==> config.mk <==
export PLATFORM = sky130hd
export DESIGN_NAME = alu_operand_queue
export DESIGN_NICKNAME = d
export VERILOG_FILES = /design/src/rtl/alu_operand_queue_pkg.sv /design/src/rtl/alu_operand_queue_select.sv /design/src/rtl/alu_operand_queue.sv
export SDC_FILE = /design/constraint.sdc
export NUM_CORES = 1
export LEC_CHECK = 0
export CAP_MARGIN = 20
export CELL_PAD_IN_SITES_DETAIL_PLACEMENT = 2
export CELL_PAD_IN_SITES_GLOBAL_PLACEMENT = 2
export CORE_ASPECT_RATIO = 0.75
export CORE_MARGIN = 2
export CORE_UTILIZATION = 28
export DETAILED_ROUTE_END_ITERATION = 16
export GPL_ROUTABILITY_DRIVEN = 0
export PLACE_DENSITY = 0.9
export SKIP_LAST_GASP = 1
export SYNTH_ARGS = -nofsm -noshare
export SYNTH_HDL_FRONTEND = slang
export SYNTH_SLANG_ARGS = --single-unit
==> constraint.sdc <==
create_clock -name clk -period 2.2 [get_ports clk]
set_clock_uncertainty 0.15 [all_clocks]
set_input_delay 0.55 -clock clk [delete_from_list [all_inputs] [get_ports clk]]
set_output_delay 0.55 -clock clk [all_outputs]
set_load 0.02 [all_outputs]
==> src/rtl/alu_operand_queue_pkg.sv <==
// Shared ALU input definitions (alu_in_defs): operand-source select codes
// and the constant sources. Imported by the operand queue, the sequencer
// and the bench, so every party decodes the select codes the same way.
package alu_operand_queue_pkg;

  // Width of the architected part of a select code; wider codes are
  // permitted, and any code whose upper bits are non-zero selects ZERO.
  localparam int unsigned ALU_IN_MUX_W = 3;

  typedef enum logic [ALU_IN_MUX_W-1:0] {
    ALU_IN_MUX_ZERO = 3'd0,
    ALU_IN_MUX_A    = 3'd1,
    ALU_IN_MUX_X    = 3'd2,
    ALU_IN_MUX_Y    = 3'd3,
    ALU_IN_MUX_DATA = 3'd4,
    ALU_IN_MUX_SP   = 3'd5,
    ALU_IN_MUX_ONE  = 3'd6,
    ALU_IN_MUX_ONES = 3'd7
  } alu_in_mux_e;

  // Constant sources, held wide and cut down to the datapath width at use.
  localparam logic [63:0] ALU_IN_ONE  = 64'd1;
  localparam logic [63:0] ALU_IN_ONES = '1;

endpackage

==> src/rtl/alu_operand_queue_select.sv <==
// alu_in_select: combinational operand-source decoder. Maps a select code
// and the CPU register set onto one WIDTH-bit operand value. Instantiated
// once for the A side and once for the B side of the operand queue.
module alu_in_select
  import alu_operand_queue_pkg::*;
#(
  parameter int unsigned WIDTH = 8,
  parameter int unsigned SEL_W = 3
) (
  input  logic [SEL_W-1:0] sel,
  input  logic [WIDTH-1:0] a_reg,
  input  logic [WIDTH-1:0] x_reg,
  input  logic [WIDTH-1:0] y_reg,
  input  logic [WIDTH-1:0] data_in,
  input  logic [WIDTH-1:0] sp,
  output logic [WIDTH-1:0] value
);

  logic        hi_zero;
  alu_in_mux_e code;

  // Codes beyond the architected range (only possible when SEL_W > 3)
  // must decode to ZERO, so the upper bits gate the whole decode.
  if (SEL_W > ALU_IN_MUX_W) begin : g_wide_sel
    assign hi_zero = (sel[SEL_W-1:ALU_IN_MUX_W] == '0);
  end else begin : g_narrow_sel
    assign hi_zero = 1'b1;
  end

  assign code = alu_in_mux_e'(sel[ALU_IN_MUX_W-1:0]);

  // Source decode; everything not explicitly selected reads as zero.
  always_comb begin
    value = '0;
    if (hi_zero) begin
      case (code)
        ALU_IN_MUX_ZERO: value = '0;
        ALU_IN_MUX_A:    value = a_reg;
        ALU_IN_MUX_X:    value = x_reg;
        ALU_IN_MUX_Y:    value = y_reg;
        ALU_IN_MUX_DATA: value = data_in;
        ALU_IN_MUX_SP:   value = sp;
        ALU_IN_MUX_ONE:  value = ALU_IN_ONE[WIDTH-1:0];
        ALU_IN_MUX_ONES: value = ALU_IN_ONES[WIDTH-1:0];
        default:         value = '0;
      endcase
    end
  end

endmodule

==> src/rtl/alu_operand_queue.sv <==
// alu_operand_queue: selects the A/B ALU operands from the register set and
// constants and queues them as pairs in a DEPTH-entry FIFO drained by the
// ALU over a valid/ready handshake.
// Optional feature macro: ALU_IN_INVERT_EN adds inv_b, which stores the
// B operand ones-complemented (SBC/CMP).
module alu_operand_queue
  import alu_operand_queue_pkg::*;
#(
  parameter int unsigned WIDTH = 8,
  parameter int unsigned SEL_W = 3,
  parameter int unsigned DEPTH = 2
) (
  input  logic                     clk,
  input  logic                     rst_n,
  input  logic [SEL_W-1:0]         sel_a,
  input  logic [SEL_W-1:0]         sel_b,
  input  logic [WIDTH-1:0]         a_reg,
  input  logic [WIDTH-1:0]         x_reg,
  input  logic [WIDTH-1:0]         y_reg,
  input  logic [WIDTH-1:0]         data_in,
  input  logic [WIDTH-1:0]         sp,
`ifdef ALU_IN_INVERT_EN
  input  logic                     inv_b,
`endif
  input  logic                     in_valid,
  output logic                     in_ready,
  input  logic                     flush,
  output logic [WIDTH-1:0]         op_a,
  output logic [WIDTH-1:0]         op_b,
  output logic                     out_valid,
  input  logic                     out_ready,
  output logic [$clog2(DEPTH):0]   count
);

  localparam int unsigned PTR_W = $clog2(DEPTH);
  localparam int unsigned CNT_W = PTR_W + 1;

  logic [WIDTH-1:0] mem_a [DEPTH];
  logic [WIDTH-1:0] mem_b [DEPTH];
  logic [PTR_W-1:0] wr_ptr;
  logic [PTR_W-1:0] rd_ptr;
  logic [CNT_W-1:0] count_q;

  logic [WIDTH-1:0] src_a;
  logic [WIDTH-1:0] src_b;
  logic [WIDTH-1:0] store_b;
  logic             push;
  logic             pop;

  alu_in_select #(
    .WIDTH (WIDTH),
    .SEL_W (SEL_W)
  ) u_sel_a (
    .sel     (sel_a),
    .a_reg   (a_reg),
    .x_reg   (x_reg),
    .y_reg   (y_reg),
    .data_in (data_in),
    .sp      (sp),
    .value   (src_a)
  );

  alu_in_select #(
    .WIDTH (WIDTH),
    .SEL_W (SEL_W)
  ) u_sel_b (
    .sel     (sel_b),
    .a_reg   (a_reg),
    .x_reg   (x_reg),
    .y_reg   (y_reg),
    .data_in (data_in),
    .sp      (sp),
    .value   (src_b)
  );

`ifdef ALU_IN_INVERT_EN
  assign store_b = inv_b ? ~src_b : src_b;
`else
  assign store_b = src_b;
`endif

  // Handshake: readiness and validity come only from registered state, so
  // no combinational path exists from the in_* side to the out_* side.
  assign in_ready  = (count_q != CNT_W'(DEPTH));
  assign out_valid = (count_q != '0);
  assign push      = in_valid && in_ready;
  assign pop       = out_valid && out_ready;
  assign count     = count_q;

  // Head entry is masked to zero while the queue is empty.
  assign op_a = out_valid ? mem_a[rd_ptr] : '0;
  assign op_b = out_valid ? mem_b[rd_ptr] : '0;

  // Operand storage; contents need no reset because count gates visibility.
  // A write during flush is harmless: the pointers are cleared in the same edge.
  always_ff @(posedge clk) begin
    if (push) begin
      mem_a[wr_ptr] <= src_a;
      mem_b[wr_ptr] <= store_b;
    end
  end

  // Pointers and occupancy; flush overrides any simultaneous push or pop.
  always_ff @(posedge clk or negedge rst_n) begin
    if (!rst_n) begin
      wr_ptr  <= '0;
      rd_ptr  <= '0;
      count_q <= '0;
    end else if (flush) begin
      wr_ptr  <= '0;
      rd_ptr  <= '0;
      count_q <= '0;
    end else begin
      if (push) wr_ptr <= wr_ptr + PTR_W'(1);
      if (pop)  rd_ptr <= rd_ptr + PTR_W'(1);
      case ({push, pop})
        2'b10:   count_q <= count_q + CNT_W'(1);
        2'b01:   count_q <= count_q - CNT_W'(1);
        default: count_q <= count_q;
      endcase
    end
  end

endmodule
Word level (Yosys, flattened, before mapping)
Memories as Yosys holds them, arrays and structs flattened.
Cells that the tools add are included.
Word-level totals
  bits in registers: 4
  latch bits: 0
  RAM bits: 32
  ROM bits: 0
  input port bits: 51
  output and inout port bits: 20
  memories kept: 2
Operators by class
  add/subtract/negate cells: 4
  multipliers: 0
  div/mod/pow operators: 0
  order comparisons: 0
  equal/unequal tests: 17
  shifts and indexed selects: 0
  multiplexer cells: 12
  bitwise logic cells: 0
  reduce and logical (&&, ||, !) cells: 8
Memory list
  mem_a: words 2, bits a word 8, rd ports 1, clocked after memory_dff 0, wr ports 1, RTL line alu_operand_queue.sv:38  | logic [WIDTH-1:0] mem_a [DEPTH];
  mem_b: words 2, bits a word 8, rd ports 1, clocked after memory_dff 0, wr ports 1, RTL line alu_operand_queue.sv:39  | logic [WIDTH-1:0] mem_b [DEPTH];
Operators by type and width (count)
  8-bit case mux with 8 select lines: 2
  3-bit equality test, second input constant: 8
  8-bit two-way mux: 2
  3-bit by 2-bit equality test with 1-bit output, second input constant: 4
  3-bit by 1-bit equality test with 1-bit output, second input constant: 2
  3-bit logical NOT: 2
  1-bit two-way mux: 6
  2-bit nonzero test: 3
  2-bit case mux with 2 select lines: 1
  3-bit nonzero test: 1
  1-bit adder, second input constant: 2
  2-bit by 1-bit adder with 2-bit output, second input constant: 1
  2-bit by 1-bit equality test with 1-bit output, second input constant: 1
  2-bit equality test, second input constant: 1
  1-bit logical AND: 2
  2-bit two-way mux: 1
  2-bit inequality test, second input constant: 1
  2-bit by 1-bit subtractor with 2-bit output, second input constant: 1

Depth between registers and ports, before layout
Gate-level depths: netlist of run 1.
  depth in word-level cells: 5
  gate-level depth with buffers: 5
  gate-level depth less buffers: 3

Hierarchy
From an unflattened synthesis of run 1, not the netlist that was laid out.
Second synthesis, totals
  cells, all modules: 198
  area, all modules: 2253.4 um^2
By module, submodules not included
  alu_operand_queue: times used 1, cells each 92, area each 1435.1 um^2, seq. area each 1061.0 um^2
  alu_in_select: times used 2, cells each 53, area each 409.1 um^2, seq. area each 0.0 um^2

Worst setup path after synthesis of run 1
Ideal clock, no wire load.
  kind: flip-flop to flip-flop
  start point: reg count_q[1] (netlist: count[1])
  end point: mem mem_a[0][0], enable pin
  arrival time: 1451 ps
  data required time: 1686 ps
  path slack: 235 ps
  stages on the path, launching flop included: 4
  path buffers: 0
  clock period less this slack: 1965 ps
  cell sequence: dfrtp_1 nor2b_1 or3_2 inv_1
On the way
  longest elaborated chain between the ends: 4
RTL lines
  from (decl): RTL line alu_operand_queue.sv:42  | logic [CNT_W-1:0] count_q;
  from (signal assigned): RTL line alu_operand_queue.sv:117  | 2'b10: count_q <= count_q + CNT_W'(1);
  from (signal assigned): RTL line alu_operand_queue.sv:118  | 2'b01: count_q <= count_q - CNT_W'(1);
  from (signal assigned): RTL line alu_operand_queue.sv:119  | default: count_q <= count_q;
  2-bit inequality test: RTL line alu_operand_queue.sv:84  | assign in_ready = (count_q != CNT_W'(DEPTH));
  1-bit logical AND: RTL line alu_operand_queue.sv:86  | assign push = in_valid && in_ready;
  1-bit two-way mux: RTL line alu_operand_queue.sv:97  | if (push) begin
  1-bit two-way mux (not written as such): RTL line alu_operand_queue.sv:98  | mem_a[wr_ptr] <= src_a;
  to (decl): RTL line alu_operand_queue.sv:38
No other way between the ends.

Worst setup path in the final report of run 1
  start point: reg rd_ptr
  end point: out op_b[1]
On the way
  longest elaborated chain between the ends: 2
RTL lines
  from (decl): RTL line alu_operand_queue.sv:41  | logic [PTR_W-1:0] rd_ptr;
  from (signal assigned): RTL line alu_operand_queue.sv:115  | if (pop) rd_ptr <= rd_ptr + PTR_W'(1);
  memory 2 x 8 bit
  8-bit two-way mux: RTL line alu_operand_queue.sv:92  | assign op_b = out_valid ? mem_b[rd_ptr] : '0;
  to (decl): RTL line alu_operand_queue.sv:29  | output logic [WIDTH-1:0] op_b,
No other way between the ends.

==> key figures, run 1 <==
Timing
  • Slew headroom: slightly above 70%
  • Period utilization: between 90% and 100%
  • TNS Setup: 0 ns
  • WHS: around 0.33 ns
  • Final Setup Violations: 0
  • Tmin final: 2.20 ns
  • Final hold vios: 0
  • RSZ-0062 raised after global routing: yes
  • Max Freq: between 400 and 500 MHz
  • Tightest Pin Transition: 0.417 ns
  • Final Max Slew Viols: 0

Yosys
  • YS warnings: 0
  • FFs w/ async S/R, synth: roughly 11%
  • Mean post-synth cell area: about 11 um2
  • Synth cell types: 36
  • EDFF count, synth: 32
  • Ys flop type: edfxtp_1
  • Synth cell count leaders: edfxtp_1 (32), nor2_1 (20), a21oi_1 (18)
  • Yosys reg bits: 36
  • Largest area contributor in the netlist: edfxtp_1
  • Sequential fraction of the synthesis area: 49.9%
  • Most numerous cell in the Yosys netlist: edfxtp_1
  • Synth Instances: about 200
  • Top post-synthesis cells by area: edfxtp_1 (45%), mux2i_1 (8.0%), a221oi_1 (5.3%), mux2_2 (5.3%), dfrtp_1 (4.7%)
  • Syn Std Cell Area: 0.00213 mm2
  • Net Count, Synth: between 200 and 250
  • Synth top area share: roughly 45%

Power and ir drop
  • Peak VDD IR: 0.205 mV
  • Pwr/cell area: between 500 and 600 mW/mm2
  • Leak: approximately 1.3 nW

Finish
  • Share of cells above drive strength 1: 25.7%
  • Antenna Diode Count: 0
  • Filler cells: ~800
  • Layout net count: 346
  • Area growth from synthesis to layout: 56.1%

GRT
  • Total grt overflow: 0
  • Vias in the first global route: about 2.3k
  • Global-route wire length before repair: 12.9 mm
  • GR Util All Layers: about a fifth
  • Initial antenna violation count: 0
  • Pin count of the biggest net entering global routing: 18

Routing
  • WL per Instance: 21.3 um
  • Pre-antenna DRT Iters: 4
  • Post-route antenna net violation count: 0
  • Via count: about 2.0k
  • Initial DRC count: between 90 and 100
  • Vias per inst: 5.15
  • Routed WL: around 8.5 mm
  • Residual DRC count: 0

Clock network
  • Clk Tree Root Cell: clkbuf_8
  • H-tree levels: 2
  • Num CTS Buffers: 5
  • Clock Latency Late Sink: around 0.28 ns
  • CTS clk-pin slew, worst paths: about 0.07 ns
  • Clk buf depth: 2
  • CTS tree: done
  • Clk sinks: 36

Setup path
  • Critical Path Sink Type: output port
  • WS Path Type: register to output port
  • Critical Path Fanout Max: 9
  • Startpoint Class: register
  • Req. time, crit path: approximately 1.5 ns
  • Critical path arrival: around 1.5 ns

Floorplanning
  • Full die area: approximately 0.0083 mm2
  • Num rows: 27
  • DIE HEIGHT: a little under 80 um
  • # IOs: 71
  • Starting density of the core: a little under 30%
  • Die width: 105 um
  • Core area: between 0.007 and 0.008 mm2

Run
  • Max Cap Viol: 0

Placement
  • DPL Wire Length: 6.70 mm
  • IO Port Bufs: 70

Hold path
  • Worst min path class: input pin to async pin

Outcome
  • Status: complete, no violations
## critical path, cell delays in order, from the launching register on
cell,delay (ns)
dfrtp_2,0.41
buf_12,0.17
mux2i_1,0.25
nor2_1,0.06
dlygate4sd2_1,0.32
## logic make-up after synthesis
family          after synthesis  synth area share [%]
compound gates               61                  19.1
simple gates                 50                  12.4
flops                        36                  49.9
mux                          27                  13.3
buf+inv                      22                  4.94
xor+xnor                      1                 0.412
## stage by stage
stage                     util [%]  cell area, um2  total power, mW  std cells  worst slack, ns
final                         45.1            3320             1.88        397        0.0000460
after global routing          45.1            3320             1.95        397          -0.0601
after CTS                     44.6            3290             1.87        396          -0.0274
after detailed placement      43.4            3200             1.39        388           -0.358
after global placement        43.4            3200             1.36        388           -0.269
after floorplan                  -            2130             1.07        197            0.235
## flip-flops by register name (all words and copies together) (netlist names)
register / flops
count: 2
rd_ptr: 1
wr_ptr: 1
mem_a: 16
mem_b: 16
## area by class of cell
cell class | instances | area, um2 | share of cell area, %
multi-input cells | 139 | 1010 | 30.3
clock buffers | 6 | 82.6 | 2.49
flip-flops and latches | 36 | 1060 | 32.0
well taps | 101 | 126 | 3.80
repair buffers | 105 | 1000 | 30.2
clock inverters | 2 | 10.0 | 0.301
inverters | 8 | 30.0 | 0.904
## metal layers
metal	GRT usage [%]	up-vias	part of all wire [%]
li1	-	955	-
met1	26.3	1027	46
met2	36.3	57	50
met3	2.69	7	2.7
met4	4.80	0	0.99
met5	0	-	0
## worst paths after layout
path | start | to | slack (ns) | cells after the start
worst max-delay path | rd_ptr | op_b[1] | 0.00005 | 4
worst min-delay path | rst_n | wr_ptr | 0.33 | 1
worst max register to register | count[1] | mem_a[0][4] | 0.45 | 4
worst min register to register | wr_ptr | wr_ptr | 0.49 | 2
max in group asynchronous | rst_n | rd_ptr | 1.37 | 1
min in group clk | wr_ptr | wr_ptr | 0.49 | 2
## power by group
part | total [mW] | leakage, nW | internal, mW | switching, mW
logic | 0.561 | 0.879 | 0.278 | 0.282
registers | 0.827 | 0.351 | 0.805 | 0.0223
clock network | 0.491 | 0.0510 | 0.250 | 0.241
## placed cells by master, fill, tap and decap left out, types with 4 or more instances in the layout
cell type	netlist	routed
nand3b_1	5	5
mux2i_1	17	12
nor2_1	20	20
a21oi_1	18	18
clkbuf_8	0	6
inv_1	7	7
clkdlybuf4s50_1	0	49
clkbuf_2	0	8
buf_12	0	5
a221oi_1	13	13
clkdlybuf4s15_1	0	4
nand2_1	5	5
o21ai_0	8	8
nor2b_1	9	7
mux2_2	10	10
o22ai_1	9	8
edfxtp_1	32	32
buf_4	1	29
dlygate4sd2_1	0	6
mux2i_2	0	4
## what timing repair did
action,4_1_cts,5_1_grt
hold endpoints to repair,0,0
gates resized for setup,22,30
setup buffers,0,0
gates cloned,0,1
hold buffers,0,0
setup endpoints to repair,22,23
Power figures use the tool's default switching activity.
==> run 2: changes to the inputs <==
--- a/config.mk
+++ b/config.mk
@@ -10,11 +10,12 @@
 export CELL_PAD_IN_SITES_GLOBAL_PLACEMENT = 2
 export CORE_ASPECT_RATIO = 0.75
 export CORE_MARGIN = 2
-export CORE_UTILIZATION = 28
+export CORE_UTILIZATION = 29
 export DETAILED_ROUTE_END_ITERATION = 16
 export GPL_ROUTABILITY_DRIVEN = 0
 export PLACE_DENSITY = 0.9
 export SKIP_LAST_GASP = 1
 export SYNTH_ARGS = -nofsm -noshare
 export SYNTH_HDL_FRONTEND = slang
+export SYNTH_HIERARCHICAL = 1
 export SYNTH_SLANG_ARGS = --single-unit
==> key figures, run 2 <==
Routing
  • Initial DRC count: around 110
  • Post-route antenna net violation count: 0
  • Vias per inst: around 5
  • Residual DRC count: 0
  • WL per Instance: approximately 19 um
  • Pre-antenna DRT Iters: 4
  • Via count: around 2.0k
  • Routed WL: 7.70 mm

Hold path
  • Worst min path class: input pin to async pin

Yosys
  • Syn Std Cell Area: approximately 0.0023 mm2
  • Top post-synthesis cells by area: edfxtp_1 (43%), mux2i_1 (8.4%), mux2_4 (6.7%), dfrtp_1 (4.4%), a22oi_1 (3.3%)
  • Synth top area share: between 40 and 50%
  • FFs w/ async S/R, synth: 11.1%
  • Net Count, Synth: 249
  • Synth cell types: 39
  • EDFF count, synth: 32
  • Yosys reg bits: 36
  • Mean post-synth cell area: 11.4 um2
  • YS warnings: 6
  • Sequential fraction of the synthesis area: a little under half
  • Largest area contributor in the netlist: edfxtp_1
  • Ys flop type: edfxtp_1
  • Synth cell count leaders: edfxtp_1 (32), mux2i_1 (19), nor2_1 (19)
  • Synth Instances: approximately 200
  • Most numerous cell in the Yosys netlist: edfxtp_1

Power and ir drop
  • Pwr/cell area: 537 mW/mm2
  • Tot Pwr: roughly 1.8 mW
  • Leak: between 1 and 1.5 nW
  • Peak VDD IR: about 0.25 mV

Setup path
  • Slowest-stage cell, CP: clkdlybuf4s50_1
  • Critical path arrival: 2.02 ns
  • Cells along the critical path: clkdlybuf4s50_1 -> buf_12 -> mux2_4 -> a22oi_1 -> nand3_1
  • Critical Path Sink Type: register
  • Max incr delay on CP: 0.56 ns
  • Startpoint Class: input pin
  • Req. time, crit path: just over 2 ns
  • Critical Path Fanout Max: 17
  • WS Path Type: input pin to register

Finish
  • Most frequent cells in the layout: clkdlybuf4s50_1 (52), edfxtp_1 (32), buf_4 (28), nor2_1 (19), nand2_1 (16)
  • Filler cells: between 700 and 800
  • Final Non-Filler Cells: 399
  • Share of cells above drive strength 1: ~22%
  • Most common cell after layout, fill and taps aside: clkdlybuf4s50_1
  • Layout net count: about 350
  • Area growth from synthesis to layout: 49.3%
  • Antenna Diode Count: 0

GRT
  • Total grt overflow: 0
  • Initial antenna violation count: 0
  • GR Util All Layers: 19.2%
  • Vias in the first global route: approximately 2.2k
  • Global-route wire length before repair: around 12 mm
  • Pin count of the biggest net entering global routing: 21

Timing
  • Period utilization: between 90% and 100%
  • Final worst setup slack: around 0.028 ns
  • Tmin final: 2.17 ns
  • TNS Setup: 0 ns
  • Final Max Slew Viols: 0
  • WHS: between 0.3 and 0.4 ns
  • RSZ-0062 raised after global routing: yes
  • Slew headroom: between 70 and 80%
  • Final Setup Violations: 0
  • Final hold vios: 0
  • Tightest Pin Transition: 0.359 ns
  • Max Freq: between 400 and 500 MHz

Placement
  • IO Port Bufs: 70
  • DPL Wire Length: approximately 6.2 mm
  • Placed cells: just under 400
  • Dpl ws: -0.229 ns

Floorplanning
  • Full die area: 0.00850 mm2
  • Starting density of the core: a little under a third
  • Die width: approximately 110 um
  • Num rows: 27
  • DIE HEIGHT: approximately 80 um
  • Core area: 0.00743 mm2
  • # IOs: approximately 70

Clock network
  • Clock Latency Late Sink: between 0.2 and 0.3 ns
  • H-tree levels: 2
  • CTS tree: done
  • Clk buf depth: 2
  • Num CTS Buffers: 5
  • Clk sinks: 36
  • CTS clk-pin slew, worst paths: roughly 0.070 ns
  • CTS Hold Bufs: 0
  • Clk Tree Root Cell: clkbuf_8

Run
  • Max Cap Viol: 0

Outcome
  • Status: complete, no violations
## run 2: cell count changes after synthesis, moves of 4 or more
cell / delta
nand2_1: +11
a22oi_1: +7
a32oi_1: +4
buf_2: -4
mux2_4: +10
nor2b_1: -5
mux2_2: -10
a221oi_1: -11
a21oi_1: -12
nand3_1: +10
inv_1: -5
o22ai_1: -9
## run 2: repair_timing
action,4_1_cts,5_1_grt
pin swaps,0,1
endpoints found under the setup margin,19,17
resized for setup,21,10
setup buffers,0,0
## run 2: per-stage QoR
| step | utilization [%] | instance area, um2 |
|---|---|---|
| 2_1_floorplan | - | 2250 |
| 3_3_place_gp | 44.3 | 3290 |
| 3_5_place_dp | 44.3 | 3290 |
| 4_1_cts | 45.3 | 3360 |
| 5_1_grt | 45.3 | 3360 |
| 6_report | 45.3 | 3360 |
## run 2: metal layers
metal | track usage, % | vias to the layer above | routed length (um)
met1 | 24.3 | 973 | 3550
met3 | 2.92 | 6 | 281
li1 | - | 949 | -
met2 | 34.9 | 60 | 3780
met5 | 0 | - | 0
met4 | 3.82 | 0 | 81
## run 2: path summary, 6_finish.rpt
path / startpoint / to / slack, ns / cells after the start
setup / recovery: sel_b[1] / mem_b[0][3] / 0.03 / 5
hold / removal: rst_n / count[0] / 0.32 / 1
setup reg to reg: count[1] / mem_b[0][4] / 0.64 / 4
hold reg to reg: wr_ptr / wr_ptr / 0.52 / 2
max in group asynchronous: rst_n / count[1] / 1.38 / 1
min in group clk: wr_ptr / wr_ptr / 0.52 / 2
## run 2: area by class of cell
class / instances / area (um2) / share of cell area (%)
Sequential cell: 36 / 1060 / 31.6
Multi-Input combinational cell: 149 / 1110 / 33.1
Timing Repair Buffer: 103 / 973 / 28.9
Tap cell: 101 / 126 / 3.76
Clock inverter: 1 / 3.75 / 0.112
Clock buffer: 7 / 76.3 / 2.27
Inverter: 2 / 7.51 / 0.223
## run 2: critical path, delay by kind of cell
family / cells / cell delay (ns)
AOI/OAI and AO/OA: 1 / 0.23
buffers and inverters: 2 / 0.75
muxes: 1 / 0.30
and+or+nand+nor: 1 / 0.18
## run 2: cells by family after synthesis
family                 after synthesis  synth area share [%]
AND/OR/NAND/NOR                     74                  18.9
AO/OA/AOI/OAI                       43                  13.4
flip-flops                          36                  47.1
multiplexers                        31                  16.1
buffers and inverters               13                  4.11
XOR/XNOR                             1                 0.389
## run 2: where the power goes
group | internal, mW | total, mW | switching, mW
sequential | 0.808 | 0.826 | 0.0181
clock | 0.220 | 0.440 | 0.219
combinational | 0.272 | 0.540 | 0.268
==> run 3: changes to the inputs <==
==> constraint.sdc (replaced) <==
create_clock -name clk -period 2.2 [get_ports clk]
set_clock_uncertainty 0.15 [all_clocks]
set_input_delay 0.55 -clock clk [delete_from_list [all_inputs] [get_ports clk]]
set_output_delay 0.55 -clock clk [all_outputs]
set_load 0.005 [all_outputs]
==> key figures, run 3 (synthesized netlist as in run 2, its figures left out) <==
GRT
  • Total grt overflow: 0
  • Initial antenna violation count: 0
  • Pin count of the biggest net entering global routing: 21
  • Vias in the first global route: about 2.3k
  • Met2 Use GR: between 30% and 40%
  • Met3 usage: between 3 and 4%
  • GR Util All Layers: 20.1%
  • Grt peak-use layer: met2
  • Global-route wire length before repair: around 13 mm
  • Met1 usage: about a quarter

Power and ir drop
  • Switching pwr: roughly 0.51 mW
  • Sw Ratio: around 28%
  • Clk network pwr share: 25.2%
  • Tot Pwr: 1.85 mW
  • Register share of total power: between 40 and 50%
  • Logic pwr share: 30.0%
  • Peak VDD IR: ~0.28 mV
  • Internal: ~1.3 mW
  • Leak: roughly 1.5 nW
  • Pwr/cell area: approximately 530 mW/mm2

Clock network
  • Clk buf depth: 2
  • CTS clk-pin slew, worst paths: around 0.07 ns
  • Clk sinks: 36
  • CTS tree: done
  • Clock Latency Late Sink: roughly 0.3 ns
  • Clk Tree Root Cell: clkbuf_8
  • Num CTS Buffers: 5
  • H-tree levels: 2

Placement
  • DPL Wire Length: between 5 and 6 mm
  • IO Port Bufs: 70
  • Dpl ws: -0.304 ns

Run
  • Max Cap Viol: 0

Floorplanning
  • Full die area: around 0.0085 mm2
  • Core area: approximately 0.0074 mm2
  • Num rows: 27
  • Starting density of the core: between 30 and 40%
  • # IOs: approximately 70
  • DIE HEIGHT: 80.3 um
  • Die width: ~110 um

Timing
  • Tightest Pin Transition: 0.308 ns
  • Final Setup Violations: 0
  • Final worst setup slack: ~0.016 ns
  • WHS: approximately 0.32 ns
  • Final Max Slew Viols: 0
  • Period utilization: 99.3%
  • Slew headroom: approximately 79%
  • Final hold vios: 0
  • Max Freq: between 400 and 500 MHz
  • Tmin final: ~2.2 ns
  • RSZ-0062 raised after global routing: yes

Routing
  • Pre-antenna DRT Iters: 4
  • Post-route antenna net violation count: 0
  • Routed WL: about 8.3 mm
  • Residual DRC count: 0
  • WL per Instance: roughly 20 um
  • Initial DRC count: 64
  • Vias per inst: between 4 and 5
  • Via count: approximately 2k

Setup path
  • Critical Path Fanout Max: 20
  • WS Path Type: input pin to register
  • Cells along the critical path: clkdlybuf4s50_1 -> buf_12 -> mux2_4 -> a22oi_1 -> nand3_1
  • Startpoint Class: input pin
  • Req. time, crit path: 2.06 ns
  • Critical path arrival: roughly 2.0 ns
  • Slowest-stage cell, CP: clkdlybuf4s50_1
  • CP bufs+invs: 2
  • Max incr delay on CP: 0.52 ns
  • Critical Path Sink Type: register
  • Delay-heaviest family, CP: buffers and inverters

Finish
  • Layout net count: approximately 360
  • Most common cell after layout, fill and taps aside: clkdlybuf4s50_1
  • Share of cells above drive strength 1: between 20% and 30%
  • Antenna Diode Count: 0
  • Most frequent cells in the layout: clkdlybuf4s50_1 (52), buf_4 (39), edfxtp_1 (32), nor2_1 (19), nand2_1 (16)
  • Area growth from synthesis to layout: 56.1%

Outcome
  • Status: complete, no violations

Hold path
  • Worst min path class: input pin to async pin
## run 3: area by class of cell
| class | count | area, um2 |
|---|---|---|
| clock buffer | 6 | 72.6 |
| clock inverter | 2 | 11.3 |
| fill | 767 | 3920 |
| inverter | 2 | 7.51 |
| multi-input combinational | 149 | 1130 |
| sequential | 36 | 1060 |
| tap | 101 | 126 |
| timing repair buffer | 116 | 1100 |
## run 3: per-stage QoR
stage / utilization (%) / setup TNS, ns / area, um2 / std cells
2_1_floorplan: - / 0 / 2250 / 198
4_1_cts: 46.3 / -1.41 / 3440 / 404
3_3_place_gp: 44.2 / -2.96 / 3290 / 390
3_5_place_dp: 44.2 / -4.99 / 3290 / 390
5_1_grt: 47.3 / -0.0717 / 3520 / 412
6_report: 47.3 / 0 / 3520 / 412
## run 3: what timing repair did
| item | 4_1_cts | 5_1_grt |
|---|---|---|
| hold buffers | 0 | 0 |
| endpoints found under the hold margin | 0 | 0 |
| resized for setup | 19 | 27 |
| pin swaps | 0 | 4 |
| setup endpoints to repair | 20 | 17 |
| setup buffers | 5 | 8 |
| cloned | 1 | 0 |
## run 3: path summary, 6_finish.rpt
path,slack (ns),from,depth (start not counted),to
max in group asynchronous,1.38,rst_n,1,rd_ptr
min in group clk,0.48,wr_ptr,2,wr_ptr
worst max-delay path,0.02,sel_a[1],5,mem_a[1][3]
worst min register to register,0.48,wr_ptr,2,wr_ptr
worst max register to register,0.65,count[0],5,mem_b[0][6]
worst min-delay path,0.32,rst_n,1,count[0]
## run 3: power by group through the flow
stage	clock network (mW)	logic, mW	registers, mW
after floorplan	0	0.221	0.833
after detailed placement	0	0.511	0.839
after global placement	0	0.488	0.835
after global routing	0.511	0.597	0.833
final	0.467	0.556	0.828
after CTS	0.475	0.538	0.828
## run 3: routing by layer
layer  wire length (um)  up-vias  part of all wire, %
li1                   -      976                    -
met1               3900     1007                   47
met2               3950       55                   48
met3                259        8                  3.1
met4                151        0                  1.8
met5                  0        -                    0
